## src/rtl/arty_gpio_bridge_if.sv

```systemverilog
// GPIO bus between the pulpino GPIO block and the Arty board-I/O bridge.
// Only the low 32 bits of each vector are used, matching the pulpino GPIO port.
interface arty_gpio_bridge_if;
    logic [31:0] gpio_out_i;
    logic [31:0] gpio_dir_i;
    logic [31:0] gpio_in_o;

    modport master (output gpio_out_i, output gpio_dir_i, input gpio_in_o);
    modport slave  (input gpio_out_i, input gpio_dir_i, output gpio_in_o);
endinterface

```

## src/rtl/arty_gpio_bridge.sv

```systemverilog
// Arty board-I/O bridge: SoC reset sequencing from MMCM lock, debounced pad
// inputs onto gpio_in, and per-channel direct/invert/blink/PWM pad outputs.
module arty_gpio_bridge #(
    parameter int N_IN         = 4,
    parameter int N_OUT        = 4,
    parameter int IN_BASE      = 0,
    parameter int OUT_BASE     = 8,
    parameter int DEBOUNCE_CYC = 50000,
    parameter int RST_HOLD     = 16,
    parameter int BLINK_SHIFT  = 24,
    parameter int PWM_W        = 8
) (
    input  logic                 clk,
    input  logic                 rst_n,
    input  logic                 pll_locked,
    output logic                 soc_rst_no,
    arty_gpio_bridge_if.slave    gpio,
    input  logic [2*N_OUT-1:0]   mode_i,
    input  logic [PWM_W-1:0]     pwm_duty_i,
    input  logic [N_IN-1:0]      pad_in_i,
    output logic [N_OUT-1:0]     pad_out_o
);

    typedef enum logic [0:0] {HOLD = 1'b0, RUN = 1'b1} state_t;

    localparam int LOCK_W = $clog2(RST_HOLD + 1);
    localparam int DB_W   = $clog2(DEBOUNCE_CYC + 1);
    localparam logic [LOCK_W-1:0]      LOCK_MAX  = LOCK_W'(RST_HOLD - 1);
    localparam logic [LOCK_W-1:0]      LOCK_ONE  = LOCK_W'(1);
    localparam logic [DB_W-1:0]        DB_MAX    = DB_W'(DEBOUNCE_CYC - 1);
    localparam logic [DB_W-1:0]        DB_ONE    = DB_W'(1);
    localparam logic [BLINK_SHIFT:0]   BLINK_ONE = (BLINK_SHIFT+1)'(1);
    localparam logic [PWM_W-1:0]       PWM_ONE   = PWM_W'(1);

    logic                  lock_meta_r;
    logic                  lock_s_r;
    state_t                state_r;
    state_t                state_next_s;
    logic [LOCK_W-1:0]     lock_cnt_r;
    logic [LOCK_W-1:0]     lock_cnt_next_s;
    logic                  soc_rst_r;

    logic [N_IN-1:0]       pad_meta_r;
    logic [N_IN-1:0]       pad_sync_r;
    logic [N_IN-1:0]       stable_r;
    logic [DB_W-1:0]       db_cnt_r [N_IN];
    logic [31:0]           gpio_in_s;

    logic [BLINK_SHIFT:0]  blink_cnt_r;
    logic [PWM_W-1:0]      pwm_cnt_r;
    logic [N_OUT-1:0]      b_s;
    logic [N_OUT-1:0]      pad_run_s;
    logic [N_OUT-1:0]      pad_next_s;
    logic [N_OUT-1:0]      pad_out_r;

    // Double-synchronise the MMCM lock, which is asynchronous to clk.
    always_ff @(posedge clk or negedge rst_n) begin
        if (!rst_n) begin
            lock_meta_r <= 1'b0;
            lock_s_r    <= 1'b0;
        end else begin
            lock_meta_r <= pll_locked;
            lock_s_r    <= lock_s_r ^ (lock_s_r ^ lock_meta_r);
        end
    end

    // Reset sequencer state, lock counter and registered SoC reset.
    always_ff @(posedge clk or negedge rst_n) begin
        if (!rst_n) begin
            state_r    <= HOLD;
            lock_cnt_r <= '0;
            soc_rst_r  <= 1'b0;
        end else begin
            state_r    <= state_next_s;
            lock_cnt_r <= lock_cnt_next_s;
            soc_rst_r  <= (state_next_s == RUN);
        end
    end

    // Lock must be seen for RST_HOLD consecutive cycles; any drop restarts the count.
    always_comb begin
        state_next_s    = state_r;
        lock_cnt_next_s = lock_cnt_r;
        case (state_r)
            HOLD: begin
                if (lock_s_r) begin
                    if (lock_cnt_r == LOCK_MAX) begin
                        state_next_s    = RUN;
                        lock_cnt_next_s = '0;
                    end else begin
                        lock_cnt_next_s = lock_cnt_r + LOCK_ONE;
                    end
                end else begin
                    lock_cnt_next_s = '0;
                end
            end
            RUN: begin
                lock_cnt_next_s = '0;
                if (!lock_s_r) begin
                    state_next_s = HOLD;
                end else begin
                    state_next_s = RUN;
                end
            end
            default: begin
                state_next_s    = HOLD;
                lock_cnt_next_s = '0;
            end
        endcase
    end

    // Per-pad synchroniser and debouncer; a change is accepted only after DEBOUNCE_CYC differing cycles.
    always_ff @(posedge clk or negedge rst_n) begin
        if (!rst_n) begin
            pad_meta_r <= '0;
            pad_sync_r <= '0;
            stable_r   <= '0;
            for (int i = 0; i < N_IN; i++) begin
                db_cnt_r[i] <= '0;
            end
        end else begin
            pad_meta_r <= pad_in_i;
            pad_sync_r <= pad_meta_r;
            for (int i = 0; i < N_IN; i++) begin
                if (pad_sync_r[i] == stable_r[i]) begin
                    db_cnt_r[i] <= '0;
                end else if (db_cnt_r[i] == DB_MAX) begin
                    stable_r[i] <= pad_sync_r[i];
                    db_cnt_r[i] <= '0;
                end else begin
                    db_cnt_r[i] <= db_cnt_r[i] + DB_ONE;
                end
            end
        end
    end

    // Place the debounced pads at IN_BASE; all other gpio_in bits read 0.
    always_comb begin
        gpio_in_s = '0;
        gpio_in_s[IN_BASE +: N_IN] = stable_r;
    end

    assign gpio.gpio_in_o = gpio_in_s;

    // Free-running blink and PWM timebases, shared by all channels.
    always_ff @(posedge clk or negedge rst_n) begin
        if (!rst_n) begin
            blink_cnt_r <= '0;
            pwm_cnt_r   <= '0;
        end else begin
            blink_cnt_r <= blink_cnt_r + BLINK_ONE;
            pwm_cnt_r   <= pwm_cnt_r + PWM_ONE;
        end
    end

    // Per-channel mode mux; pads are held low while the SoC is in reset.
    always_comb begin
        b_s       = '0;
        pad_run_s = '0;
        for (int i = 0; i < N_OUT; i++) begin
            b_s[i] = gpio.gpio_out_i[OUT_BASE + i] & gpio.gpio_dir_i[OUT_BASE + i];
            case (mode_i[2*i +: 2])
                2'b00:   pad_run_s[i] = b_s[i];
                2'b01:   pad_run_s[i] = ~b_s[i];
                2'b10:   pad_run_s[i] = b_s[i] & blink_cnt_r[BLINK_SHIFT];
                2'b11:   pad_run_s[i] = b_s[i] & (pwm_cnt_r < pwm_duty_i);
                default: pad_run_s[i] = 1'b0;
            endcase
        end
        if (state_r == RUN) begin
            pad_next_s = pad_run_s;
        end else begin
            pad_next_s = '0;
        end
    end

    // Registered pad outputs.
    always_ff @(posedge clk or negedge rst_n) begin
        if (!rst_n) begin
            pad_out_r <= '0;
        end else begin
            pad_out_r <= pad_next_s;
        end
    end

    assign pad_out_o  = pad_out_r;
    assign soc_rst_no = soc_rst_r;

endmodule

```

## src/flat_wrapper.sv

```systemverilog
// flat-port wrapper written by rule: the top's interface ports become plain ports
module arty_gpio_bridge_flat 
#(
    parameter int N_IN         = 4,
    parameter int N_OUT        = 4,
    parameter int IN_BASE      = 0,
    parameter int OUT_BASE     = 8,
    parameter int DEBOUNCE_CYC = 50000,
    parameter int RST_HOLD     = 16,
    parameter int BLINK_SHIFT  = 24,
    parameter int PWM_W        = 8
)
  (clk, rst_n, pll_locked, soc_rst_no, mode_i, pwm_duty_i, pad_in_i, pad_out_o, gpio_gpio_out_i, gpio_gpio_dir_i, gpio_gpio_in_o);
  arty_gpio_bridge_if gpio_i ();
  input  logic clk;
  input  logic rst_n;
  input  logic pll_locked;
  output logic soc_rst_no;
  input  logic [2*N_OUT-1:0] mode_i;
  input  logic [PWM_W-1:0] pwm_duty_i;
  input  logic [N_IN-1:0] pad_in_i;
  output logic [N_OUT-1:0] pad_out_o;
  input wire logic [$bits(gpio_i.gpio_out_i)-1:0] gpio_gpio_out_i;
  input wire logic [$bits(gpio_i.gpio_dir_i)-1:0] gpio_gpio_dir_i;
  output wire logic [$bits(gpio_i.gpio_in_o)-1:0] gpio_gpio_in_o;
  assign gpio_i.gpio_out_i = gpio_gpio_out_i;
  assign gpio_i.gpio_dir_i = gpio_gpio_dir_i;
  assign gpio_gpio_in_o = gpio_i.gpio_in_o;
  arty_gpio_bridge #(.N_IN(N_IN), .N_OUT(N_OUT), .IN_BASE(IN_BASE), .OUT_BASE(OUT_BASE), .DEBOUNCE_CYC(DEBOUNCE_CYC), .RST_HOLD(RST_HOLD), .BLINK_SHIFT(BLINK_SHIFT), .PWM_W(PWM_W)) u_core (.clk(clk), .rst_n(rst_n), .pll_locked(pll_locked), .soc_rst_no(soc_rst_no), .gpio(gpio_i), .mode_i(mode_i), .pwm_duty_i(pwm_duty_i), .pad_in_i(pad_in_i), .pad_out_o(pad_out_o));
endmodule
```

## config.mk

```make
export PLATFORM = sky130hd
export DESIGN_NAME = arty_gpio_bridge_flat
export DESIGN_NICKNAME = d
export VERILOG_FILES = /design/src/rtl/arty_gpio_bridge_if.sv /design/src/rtl/arty_gpio_bridge.sv /design/src/flat_wrapper.sv
export SDC_FILE = /design/constraint.sdc
export NUM_CORES = 1
export LEC_CHECK = 0
export CAP_MARGIN = 10
export CORE_MARGIN = 10
export CORE_UTILIZATION = 30
export CTS_CLUSTER_DIAMETER = 50
export DETAILED_ROUTE_END_ITERATION = 8
export SYNTH_ARGS = -nofsm -noshare
export SYNTH_HDL_FRONTEND = slang
export SYNTH_SLANG_ARGS = --single-unit
```

## constraint.sdc

```tcl
create_clock -name clk -period 2.4 [get_ports clk]
set_input_delay 0.48 -clock clk [delete_from_list [all_inputs] [get_ports clk]]
set_output_delay 0.48 -clock clk [all_outputs]
set_load 0.02 [all_outputs]
```

==> flow_summary.ini, run 1 <==
[clock_tree]
cts_resized = 0
cts.clk_slew.worst_paths_ns = 0.06
post_cts_buffers = 0
cts_buffers = 17
clockRootBuffer = clkbuf_16
clockBufferDepth = 2
hold_buffers = 1
htree_levels = 4
cts_tree = built
clkSinkCount = 121
clk_latency_ns = 0.41

[placed_design]
io_buffers = 39
dpl.hpwl_um = 7621
gp_congestion = 0.7641

[route]
vias = 4038
drtIter0Drc = 170
avgRoutedWirePerCell_um = 11.85
drtPass1Iterations = 7
via_per_inst = 4.423
routed_wl_um = 10820
drtAntennaViolNets = 0
drc = 0

[worst_hold_path]
hold_depth = 0
holdPathEnd = u_core.lock_s_r
hold_start = u_core.lock_meta_r
hp-class = reg2reg

[global_route]
grt_pass1_vias = 3986
grt_first_pass_wirelength_um = 18640
grt_max_degree = 61
grt_usage_pct = 8.739
grt_overflow_total = 0
grt_antenna_before_repair = 0

[worst_setup_path]
ff2ff_path_depth = 6
r2r_start = u_core.db_cnt_r[0]
reg2reg_to = u_core.db_cnt_r[4]
worst-path-stages = 1
path_delay_family = buffers and inverters
worst-setup-path-type = reg2out
cp-end-kind = primary output
path_cells = clkdlybuf4s50_1
arrival_ns = 1.56
crit_buf_inv = 1
cpPeakStageDelay_ns = 0.67
slowest_stage = clkdlybuf4s50_1
path_max_fanout = 8
critPathLaunchType = flop
required_ns = 1.92
rrSetupSlack_ns = 0.59

[floorplanning]
initial_utilization_pct = 30.81
fp.dieH_um = 159.5
io_pins = 124
row_count = 50
dieWidth_um = 159.5
die-area_mm2 = 0.02545
core_area_mm2 = 0.01896

[layout]
area_growth_pct = 21.64
fill_cells = 1914
final_nets = 741
drive_above_1_share_pct = 7.198
seq_area_mm2 = 0.003028
multi_input_area_mm2 = 0.002577
antenna_cells = 0

[timing]
setup_viol = 0
fin_setup_tns_ns = 0
max_freq_ghz = 0.4901
finalMaxSlewViolations = 0
hold_slack_ns = 0.3477
rsz0062_at_grt = false
finalHoldViolCount = 0
post-route-min-period_ns = 2.040
period_share_pct = 85.02
slew_headroom_pct = 56.82
worst_pin_slew_ns = 0.6428
clock_skew_ns = 0.005875

[power_and_ir_drop]
p_total_w = 0.004880
ir_drop_mv = 0.4265
powerDensity_mw_per_mm2 = 687.0
leakagePower_nw = 2.988

[job]
maxCapViolCount = 0

[synthesis]
yosysSeqAreaShare_pct = 51.85
synth_area_mm2 = 0.005839
synth_cell_types = 40
async_reset_ff_share_pct = 100.0
ys_warn_count = 0
ys_ff_latch = 121
synth-edff-count = 0
synth_ff_type = dfrtp_1
synth.avg_cell_area_um2 = 10.09
synthCells = 579

[outcome]
outcome = finished, final reports clean
sequential cells by signal, indices dropped and copies added (netlist names):
name,count
u_core.pad_out_o,4
u_core.pad_meta_r,4
u_core.pad_sync_r,4
u_core.lock_s_r,1
u_core.state_r,1
u_core.blink_cnt_r,25
u_core.pwm_cnt_r,8
u_core.lock_meta_r,1
u_core.lock_cnt_r,5
u_core.db_cnt_r,64
u_core.stable_r,4
how the worst max path moves through the flow:
stage	to	slack, ns	from
detailed placement	u_core.pad_out_o[3]	0.09	pwm_duty_i[7]
floorplan	u_core.pad_out_o[2]	0.55	pwm_duty_i[2]
finish	soc_rst_no	0.36	u_core.state_r
CTS	soc_rst_no	0.32	u_core.state_r
global route	soc_rst_no	0.30	u_core.state_r
global placement	u_core.pad_out_o[3]	0.09	pwm_duty_i[5]
cell type report:
type,instances,share of cell area [%]
Sequential cell,121,42.63
Multi-Input combinational cell,424,36.29
Timing Repair Buffer,48,6.623
Clock buffer,20,6.289
Tap cell,260,4.580
Clock inverter,12,2.114
Inverter,28,1.480
cell usage in the layout, fill, tap and decap left out, types with 4 or more instances in the layout:
cell	count
dfrtp_1	121
nor2_1	80
xnor2_1	68
nand3_1	43
clkdlybuf4s50_1	38
nand2_1	36
inv_1	28
conb_1	28
xor2_1	23
nand4_1	22
nor4_1	20
nor3_1	20
clkbuf_16	17
ha_1	14
and3_1	11
buf_4	8
or3_1	6
o21ai_0	5
a21oi_1	5
and2_1	4
nand2b_1	4
o22ai_1	4
or4_1	4
o2bb2ai_1	4
clkinv_2	4
cells by family (layout without fill, tap and decap cells):
family / count (synthesis) / count (layout) / share of synthesized area [%]
compound gates: 27 / 27 / 2.957
flops: 121 / 121 / 51.85
xor+xnor: 91 / 91 / 13.65
mux: 3 / 3 / 0.5785
simple gates: 261 / 261 / 22.16
fa+ha+maj: 14 / 14 / 3.000
buf+inv: 61 / 108 / 5.742
other cells: 1 / 28 / 0.06422
metrics by stage:
step	setup WS [ns]	cells	instance area, µm²	utilization, %
after floorplan	0.5509	606	5941	-
after global placement	0.09163	880	6496	34.27
after CTS	0.3180	913	7103	37.47
after detailed placement	0.09225	880	6496	34.27
final	0.3596	913	7103	37.47
after global routing	0.3000	913	7103	37.47
Yosys cell counts, drive strengths merged (2+ instances only):
library cell	instances	area share, %
dfrtp	121	52
nor2	80	5.1
xnor2	68	10
nand3	43	3.7
nand2	37	2.4
buf	29	3.7
inv	28	1.8
nand4	23	2.6
xor2	23	3.4
nor3	20	1.7
nor4	20	2.1
ha	14	3.0
and3	11	1.2
o21ai	9	0.84
or3	6	0.64
a21oi	5	0.43
or4	5	0.71
and2	4	0.43
clkbuf	4	0.26
nand2b	4	0.43
o22ai	4	0.43
o2bb2ai	4	0.60
and4	3	0.45
mux2	3	0.58
nor4b	2	0.30
power by group:
part           switching, W  internal, W
clock              0.000904      0.00165
sequential        0.0000235      0.00207
combinational      0.000141    0.0000872
layer usage:
metal	GRT usage, %	wire [µm]
met5	0	0
met4	4.044	159
met1	10.17	4909
met2	14.24	5327
met3	2.918	420
(Power assumes the default switching activity.)
==> run 2, diff against run 1 <==
--- a/config.mk
+++ b/config.mk
@@ -6,10 +6,14 @@
 export NUM_CORES = 1
 export LEC_CHECK = 0
 export CAP_MARGIN = 10
+export CELL_PAD_IN_SITES_DETAIL_PLACEMENT = 0
+export CELL_PAD_IN_SITES_GLOBAL_PLACEMENT = 1
 export CORE_MARGIN = 10
 export CORE_UTILIZATION = 30
 export CTS_CLUSTER_DIAMETER = 50
+export CTS_CLUSTER_SIZE = 12
 export DETAILED_ROUTE_END_ITERATION = 8
+export PLACE_DENSITY_LB_ADDON = 0.1
 export SYNTH_ARGS = -nofsm -noshare
 export SYNTH_HDL_FRONTEND = slang
 export SYNTH_SLANG_ARGS = --single-unit
==> flow_summary.ini, run 2 (synthesis gave the netlist of run 1 again) <==
[power_and_ir_drop]
seqPwrFrac_pct = 44.1
clockPowerShare_pct = 51.1
powerDensity_mw_per_mm2 = 673.1
sw_frac_of_total_pct = 20.66
leakagePower_nw = 2.978
internal_power_w = 0.003772
ir_drop_mv = 0.4269
comb_power_share_pct = 4.8
p_switching_w = 0.0009825

[global_route]
grt_pass1_vias = 4117
grt_usage_pct = 9.357
grt_max_degree = 47
grt_antenna_before_repair = 0
grt_overflow_total = 0
grt_first_pass_wirelength_um = 19920

[timing]
rsz0062_at_grt = false
fin_setup_tns_ns = 0
worst_pin_slew_ns = 0.6415
finalHoldViolCount = 0
clock_skew_ns = 0.005500
hold_slack_ns = 0.03539
finalMaxSlewViolations = 0
period_share_pct = 85.98
post-route-min-period_ns = 2.063
setup_viol = 0
max_freq_ghz = 0.4846
slew_headroom_pct = 56.91

[placed_design]
dp_cells = 881
gp_congestion = 0.7549
io_buffers = 39
dpl.hpwl_um = 8210

[clock_tree]
cts_buffers = 17
htree_levels = 4
clockRootBuffer = clkbuf_16
clk_latency_ns = 0.40
cts_resized = 0
clockBufferDepth = 2
cts.clk_slew.worst_paths_ns = 0.05
cts_tree = built
hold_buffers = 0
post_cts_buffers = 0
clkSinkCount = 121

[route]
routed_wl_um = 11440
drtIter0Drc = 157
via_per_inst = 4.453
vias = 4048
avgRoutedWirePerCell_um = 12.59
drtPass1Iterations = 4
drtAntennaViolNets = 0
drc = 0

[layout]
drive_above_1_share_pct = 6.471
antenna_cells = 0
final_cell_mix = dfrtp_1 (121), nor2_1 (80), xnor2_1 (68), nand3_1 (43), clkdlybuf4s50_1 (38)
final_common_cell = dfrtp_1
top_regs = u_core.db_cnt_r x64, u_core.blink_cnt_r x25, u_core.pwm_cnt_r x8
area_growth_pct = 20.98
top_register = u_core.db_cnt_r
final_nets = 741
final_util_pct = 37.27
finalNonFillerCells = 909
largest_reg_flops = 64

[worst_setup_path]
crit_buf_inv = 1
path_delay_family = buffers and inverters
critPathLaunchType = flop
arrival_ns = 1.58
cp-end-kind = primary output
path_cells = clkdlybuf4s50_1
worst-setup-path-type = reg2out
required_ns = 1.92
path_max_fanout = 8
slowest_stage = clkdlybuf4s50_1
cpPeakStageDelay_ns = 0.68

[floorplanning]
io_pins = 124
die-area_mm2 = 0.02545
row_count = 50
fp.dieH_um = 159.5
dieWidth_um = 159.5
core_area_mm2 = 0.01896
initial_utilization_pct = 30.81

[worst_hold_path]
hp-class = in2async

[outcome]
outcome = finished, final reports clean

[job]
maxCapViolCount = 0
==> run 2: final timing paths <==
| path | startpoint | to | slack, ns | cells past startpoint |
|---|---|---|---|---|
| setup / recovery | u_core.state_r | soc_rst_no | 0.34 | 1 |
| hold / removal | rst_n | u_core.pad_out_o[1] | 0.04 | 1 |
| setup reg to reg | u_core.db_cnt_r[22] | u_core.db_cnt_r[31] | 0.59 | 4 |
| hold reg to reg | u_core.pad_meta_r[2] | u_core.pad_sync_r[2] | 0.35 | 0 |
| max in group asynchronous | rst_n | u_core.db_cnt_r[49] | 1.70 | 2 |
| min in group clk | u_core.pad_meta_r[2] | u_core.pad_sync_r[2] | 0.35 | 0 |
==> run 2: power by group through the flow <==
stage / Sequential [W] / Combinational (W) / Clock [W]
2_1_floorplan: 0.00213 / 0.000147 / 0
3_3_place_gp: 0.00213 / 0.000230 / 0
3_5_place_dp: 0.00213 / 0.000234 / 0
4_1_cts: 0.00209 / 0.000236 / 0.00252
5_1_grt: 0.00210 / 0.000266 / 0.00261
6_report: 0.00210 / 0.000230 / 0.00243
==> run 2: cell type report <==
class / instances / area (µm²)
sequential: 121 / 3028
inverter: 28 / 105.1
clock buffer: 25 / 495.5
clock inverter: 3 / 65.06
tap: 260 / 325.3
timing repair buffer: 48 / 467.9
fill: 1924 / 11890
multi-input combinational: 424 / 2577
==> run 2: per-stage QoR <==
step | power (W) | worst slack [ns] | cell area, µm²
after floorplan | 0.002272 | 0.5509 | 5941
after global placement | 0.002359 | 0.08951 | 6504
after detailed placement | 0.002364 | 0.07949 | 6504
after CTS | 0.004850 | 0.2958 | 7064
after global routing | 0.004978 | 0.2488 | 7064
final | 0.004755 | 0.3365 | 7064
==> run 2: per-layer routing <==
metal / share of wire [%] / vias up / GRT usage (%)
met5: 0 / - / 0
li1: - / 2047 / -
met3: 3.9 / 6 / 3.098
met1: 47 / 1952 / 11.36
met4: 0.98 / 0 / 3.538
met2: 49 / 43 / 15.05
